File: config.mk
export PLATFORM = sky130hd
export DESIGN_NAME = slave_axi4_lite
export DESIGN_NICKNAME = d
export VERILOG_FILES = /design/src/rtl/slave_axi4_lite.sv
export SDC_FILE = /design/constraint.sdc
export NUM_CORES = 1
export LEC_CHECK = 0
export CAP_MARGIN = 20
export CORE_ASPECT_RATIO = 2
export CORE_MARGIN = 2
export CORE_UTILIZATION = 54
export CTS_CLUSTER_DIAMETER = 120
export DETAILED_ROUTE_END_ITERATION = 16
export HOLD_SLACK_MARGIN = 0.12
export PLACE_DENSITY = 0.8
export RECOVER_POWER = 100
export SYNTH_ARGS = -nofsm -noshare
export SYNTH_HDL_FRONTEND = slang
export SYNTH_SLANG_ARGS = --single-unit
File: constraint.sdc
create_clock -name S_AXI_ACLK -period 1.65 [get_ports S_AXI_ACLK]
set_input_delay 0.33 -clock S_AXI_ACLK [delete_from_list [all_inputs] [get_ports S_AXI_ACLK]]
set_output_delay 0.33 -clock S_AXI_ACLK [all_outputs]
set_load 0.05 [all_outputs]
File: src/rtl/slave_axi4_lite.sv
// AXI4-Lite register slave: a small bank of word registers with independent read and write channels.
// Address and data are taken together, one transaction in flight per direction, and the responses are always OKAY.
module slave_axi4_lite #(
  parameter int C_S_AXI_DATA_WIDTH = 32,
  parameter int C_S_AXI_ADDR_WIDTH = 4
) (
  input  logic                          S_AXI_ACLK,
  input  logic                          S_AXI_ARESETN,
  input  logic [C_S_AXI_ADDR_WIDTH-1:0] S_AXI_AWADDR,
  input  logic [2:0]                    S_AXI_AWPROT,
  input  logic                          S_AXI_AWVALID,
  output logic                          S_AXI_AWREADY,
  input  logic [C_S_AXI_DATA_WIDTH-1:0] S_AXI_WDATA,
  input  logic                          S_AXI_WVALID,
  output logic                          S_AXI_WREADY,
  output logic [1:0]                    S_AXI_BRESP,
  output logic                          S_AXI_BVALID,
  input  logic                          S_AXI_BREADY,
  input  logic [C_S_AXI_ADDR_WIDTH-1:0] S_AXI_ARADDR,
  input  logic [2:0]                    S_AXI_ARPROT,
  input  logic                          S_AXI_ARVALID,
  output logic                          S_AXI_ARREADY,
  output logic [C_S_AXI_DATA_WIDTH-1:0] S_AXI_RDATA,
  output logic [1:0]                    S_AXI_RRESP,
  output logic                          S_AXI_RVALID,
  input  logic                          S_AXI_RREADY,
  output logic [C_S_AXI_DATA_WIDTH-1:0] rdata_out
);

  localparam int DATA_W = C_S_AXI_DATA_WIDTH;
  localparam int ADDR_W = C_S_AXI_ADDR_WIDTH;
  localparam int IDX_W  = ADDR_W - 2;
  localparam int NREG   = 1 << IDX_W;
  localparam logic [1:0] RESP_OKAY = 2'b00;

  logic              awready_q, awready_d;
  logic [IDX_W-1:0]  awidx_q, awidx_d;
  logic              bvalid_q, bvalid_d;
  logic              arready_q, arready_d;
  logic [IDX_W-1:0]  aridx_q, aridx_d;
  logic              rvalid_q, rvalid_d;
  logic [DATA_W-1:0] rdata_q, rdata_d;
  logic [DATA_W-1:0] rdata_out_q, rdata_out_d;
  logic [DATA_W-1:0] regs_q [NREG];
  logic [DATA_W-1:0] regs_d [NREG];
  logic              wr_en;
  logic              rd_en;
  logic              unused_ok;

  // Protection bits and byte-offset address bits carry no meaning for word registers.
  assign unused_ok = ^{S_AXI_AWPROT, S_AXI_ARPROT, S_AXI_AWADDR[1:0], S_AXI_ARADDR[1:0]};

  // Write accept: both valids present, nothing outstanding on B, not already mid-handshake.
  always_comb begin
    awready_d = 1'b0;
    awidx_d   = awidx_q;
    if (!awready_q && S_AXI_AWVALID && S_AXI_WVALID && !bvalid_q) begin
      awready_d = 1'b1;
      awidx_d   = S_AXI_AWADDR[ADDR_W-1:2];
    end
  end

  // A master that withdraws its valids during the ready cycle gets no write.
  assign wr_en = awready_q && S_AXI_AWVALID && S_AXI_WVALID;

  always_comb begin
    regs_d = regs_q;
    if (wr_en) begin
      regs_d[awidx_q] = S_AXI_WDATA;
    end
  end

  always_comb begin
    bvalid_d = bvalid_q;
    if (wr_en) begin
      bvalid_d = 1'b1;
    end else if (bvalid_q && S_AXI_BREADY) begin
      bvalid_d = 1'b0;
    end
  end

  always_comb begin
    arready_d = 1'b0;
    aridx_d   = aridx_q;
    if (!arready_q && S_AXI_ARVALID && !rvalid_q) begin
      arready_d = 1'b1;
      aridx_d   = S_AXI_ARADDR[ADDR_W-1:2];
    end
  end

  assign rd_en = arready_q && S_AXI_ARVALID;

  // Reading regs_q (not regs_d) gives the pre-write value on a same-edge collision.
  always_comb begin
    rvalid_d = rvalid_q;
    rdata_d  = rdata_q;
    if (rd_en) begin
      rvalid_d = 1'b1;
      rdata_d  = regs_q[aridx_q];
    end else if (rvalid_q && S_AXI_RREADY) begin
      rvalid_d = 1'b0;
    end
  end

  always_comb begin
    rdata_out_d = rdata_out_q;
    if (rvalid_q && S_AXI_RREADY) begin
      rdata_out_d = rdata_q;
    end
  end

  always_ff @(posedge S_AXI_ACLK or negedge S_AXI_ARESETN) begin
    if (!S_AXI_ARESETN) begin
      awready_q   <= 1'b0;
      awidx_q     <= '0;
      bvalid_q    <= 1'b0;
      arready_q   <= 1'b0;
      aridx_q     <= '0;
      rvalid_q    <= 1'b0;
      rdata_q     <= '0;
      rdata_out_q <= '0;
      for (int i = 0; i < NREG; i++) begin
        regs_q[i] <= '0;
      end
    end else begin
      awready_q   <= awready_d;
      awidx_q     <= awidx_d;
      bvalid_q    <= bvalid_d;
      arready_q   <= arready_d;
      aridx_q     <= aridx_d;
      rvalid_q    <= rvalid_d;
      rdata_q     <= rdata_d;
      rdata_out_q <= rdata_out_d;
      for (int i = 0; i < NREG; i++) begin
        regs_q[i] <= regs_d[i];
      end
    end
  end

  assign S_AXI_AWREADY = awready_q;
  assign S_AXI_WREADY  = awready_q;
  assign S_AXI_BVALID  = bvalid_q;
  assign S_AXI_BRESP   = RESP_OKAY;
  assign S_AXI_ARREADY = arready_q;
  assign S_AXI_RVALID  = rvalid_q;
  assign S_AXI_RDATA   = rdata_q;
  assign S_AXI_RRESP   = RESP_OKAY;
  assign rdata_out     = rdata_out_q;

endmodule

==> run_results.csv <==
group,metric,value,unit
run_status,outcome,"finished clean",
global_routing,grt_pass1_vias,5022,
yosys,syn-mean-instance-area,15.0,um^2
place,placed_cells,854,
power_and_ir_drop,p_leak,4.84,nW
floorplan,die_y,179,um
floorplan,start_util,0.547,
yosys,seq_area_frac_synth,0.605,
sta,fin_crit,1.56,ns
sta,setup_violations,0,
place,hpwl,10.5,mm
floorplan,rows,64,
sta,report.final.slew_viol_count,0,
sta,rsz0062_at_grt,"no",
clock_network,root_buffer,"clkbuf_16",
detailed_routing,drtAntennaViolNets,0,
yosys,ys_ff_latch,200,
sta,slew_headroom,0.596,
detailed_routing,wl,16.1,mm
clock_network,max-clock-path-buffers,2,
yosys,syn_inst,550,
global_routing,antenna_found_initial,0,
clock_network,clock-sinks,200,
critical_path,r2r_end,"regs_q[113]",
detailed_routing,num_vias,4883,
finish,antenna_cells,0,
critical_path,reg2regPathDepth,4,
finish,n_fill_cell,1121,
global_routing,grt_pass1_wl,26.6,mm
sta,timing.fmax,641,MHz
finish,nets,729,
yosys,syn_area,0.00827,mm^2
finish,area_delta_synth_final,20.8,%
place,place.gp.congestion,0.747,
critical_path,cp.arrival,1.87,ns
sta,finalHoldViolations,0,
floorplan,boundaryPins,126,
global_routing,grt_use_total,0.209,
yosys,yosysWarnings,0,
clock_network,cts_tree,"yes",
global_routing,grt.overflow.total,0,
flow_run,drv_cap,0,
detailed_routing,drc,0,
critical_path,cp.required,1.96,ns
clock_network,clk_latency,0.43,ns
global_routing,grt_max_degree,49,
place,preCtsSetupSlack,-0.347,ns
power_and_ir_drop,ir_drop,0.887,mV
clock_network,htreeDepth,4,
clock_network,numCtsBuffers,17,
detailed_routing,avgViaCountPerCell,5.51,
sta,worstMarginPinSlew,0.607,ns
detailed_routing,post_drt_wl_per_cell,18.2,um
sta,setup_slack,0.0909,ns
detailed_routing,drt-initial-drc-count,185,
place,portBuffers,111,
floorplan,fp.dieW,91.5,um
clock_network,post-cts-setup-buffers,0,
clock_network,path_clk_slew,0.07,ns
critical_path,startpoint_type,"primary input",
sta,min_period_over_period,0.945,
finish,fin_area,0.00999,mm^2
finish,final_util,0.660,
finish,drive_gt1_frac,0.421,
critical_path,cp_max_fo,8,
power_and_ir_drop,powerDensity,1770,mW/mm^2
floorplan,coreArea,0.0151,mm^2
sta,skew,0.0109,ns
detailed_routing,dr.pass1.iters,4,
critical_path,regToRegSetupSlack,0.10,ns
critical_path,r2r_start,"awidx_q[1]",
clock_network,cts-hold-fix-buffers,1,
clock_network,cts.repair.resized,0,
critical_path,path_class,"primary input to flop",
min_path,hold_class,"primary input to asynchronous set/reset pin",
critical_path,end_kind,"flop",
finish,final_cell_count_no_fill,887,
yosys,synth_cell_type_count,21,
place,dpl_cell_area,0.00967,mm^2
floorplan,die-area,0.0164,mm^2
report_power, final:
| part | switching [W] | internal [W] | total, W |
|---|---|---|---|
| combinational | 0.00385 | 0.00218 | 0.00603 |
| clock | 0.00186 | 0.00217 | 0.00403 |
| sequential | 0.00102 | 0.00656 | 0.00758 |
flip-flops by register name (all words and copies together) (netlist names):
signal	cells
S_AXI_ARREADY	1
S_AXI_AWREADY	1
S_AXI_BVALID	1
S_AXI_RDATA	32
S_AXI_RVALID	1
aridx_q	2
awidx_q	2
rdata_out	32
regs_q	128
cells by family (layout without fill, tap and decap cells):
family,after synthesis,count (layout),share of synthesized area
AO/OA/AOI/OAI,34,34,0.0351
other,1,4,0.000453
buffers and inverters,39,175,0.0299
multiplexers,228,228,0.301
AND/OR/NAND/NOR,48,48,0.0289
flip-flops,200,200,0.605
layer usage:
metal / global-route usage / wire (um)
met5: 0 / 0
met4: 0.0694 / 172
met3: 0.0349 / 572
met2: 0.343 / 8140
met1: 0.285 / 7260
critical path, cell delays in order:
cell,delay [ns]
clkdlybuf4s50_1,0.53
nand2_1,0.16
nor3_4,0.24
clkbuf_4,0.26
mux2_2,0.35
how the worst max path moves through the flow:
stage | to | slack [ns] | cells past startpoint | startpoint
after floorplan | regs_q[100] | 0.002 | 4 | S_AXI_AWREADY
after global placement | regs_q[112] | -0.30 | 5 | S_AXI_AWVALID
after detailed placement | regs_q[61] | -0.35 | 5 | S_AXI_AWVALID
after CTS | regs_q[52] | 0.1 | 4 | S_AXI_AWREADY
after global routing | regs_q[39] | 0.01 | 4 | S_AXI_AWREADY
final | regs_q[40] | 0.09 | 5 | S_AXI_AWVALID
synth_stat cells:
cell type / count / area share
dfrtp_1: 200 / 0.60
mux2_2: 155 / 0.21
mux2i_1: 64 / 0.077
nand2_1: 37 / 0.017
o221ai_1: 32 / 0.034
buf_2: 12 / 0.0073
buf_4: 11 / 0.010
mux2_1: 9 / 0.012
clkbuf_1: 8 / 0.0036
buf_6: 6 / 0.0082
inv_1: 2 / 0.00091
nand3_1: 2 / 0.0012
nor2_4: 2 / 0.0027
nor3_4: 2 / 0.0039
o21ai_0: 2 / 0.0012
conb_1: 1 / 0.00045
nand2b_1: 1 / 0.00076
nand3_2: 1 / 0.0012
nor3_1: 1 / 0.00060
nor3b_1: 1 / 0.00091
or2_2: 1 / 0.00076
area by class of cell:
| type | instances | area (um^2) | area share |
|---|---|---|---|
| clock buffer | 19 | 443 | 0.0443 |
| timing repair buffer | 141 | 1110 | 0.111 |
| sequential | 200 | 5010 | 0.501 |
| clock inverter | 13 | 134 | 0.0134 |
| tap | 198 | 248 | 0.0248 |
| multi-input combinational | 314 | 3040 | 0.304 |
| inverter | 2 | 7.51 | 0.000751 |
placed cells by master (no fill, tap or decap), types with 3 or more instances in the layout:
cell,Yosys,routed
o221ai_1,32,32
clkbuf_4,0,5
mux2_2,155,155
buf_4,11,7
clkbuf_1,8,6
clkbuf_2,0,70
nand2_1,37,37
clkbuf_16,0,17
inv_6,0,6
buf_12,0,11
clkinvlp_4,0,3
clkdlybuf4s50_1,0,41
mux2i_1,64,64
conb_1,1,4
dfrtp_1,200,197
mux2_1,9,9
metrics by stage:
stage / TNS (ns) / total power, W / hold WS [ns]
after floorplan: 0 / 0.0120 / 0.0344
after global placement: -32.05 / 0.0140 / 0.303
after detailed placement: -37.49 / 0.0142 / 0.300
after CTS: 0 / 0.0183 / 0.410
after global routing: 0 / 0.0185 / 0.406
final: 0 / 0.0176 / 0.386
No activity file was read; power rests on OpenSTA's default activity.
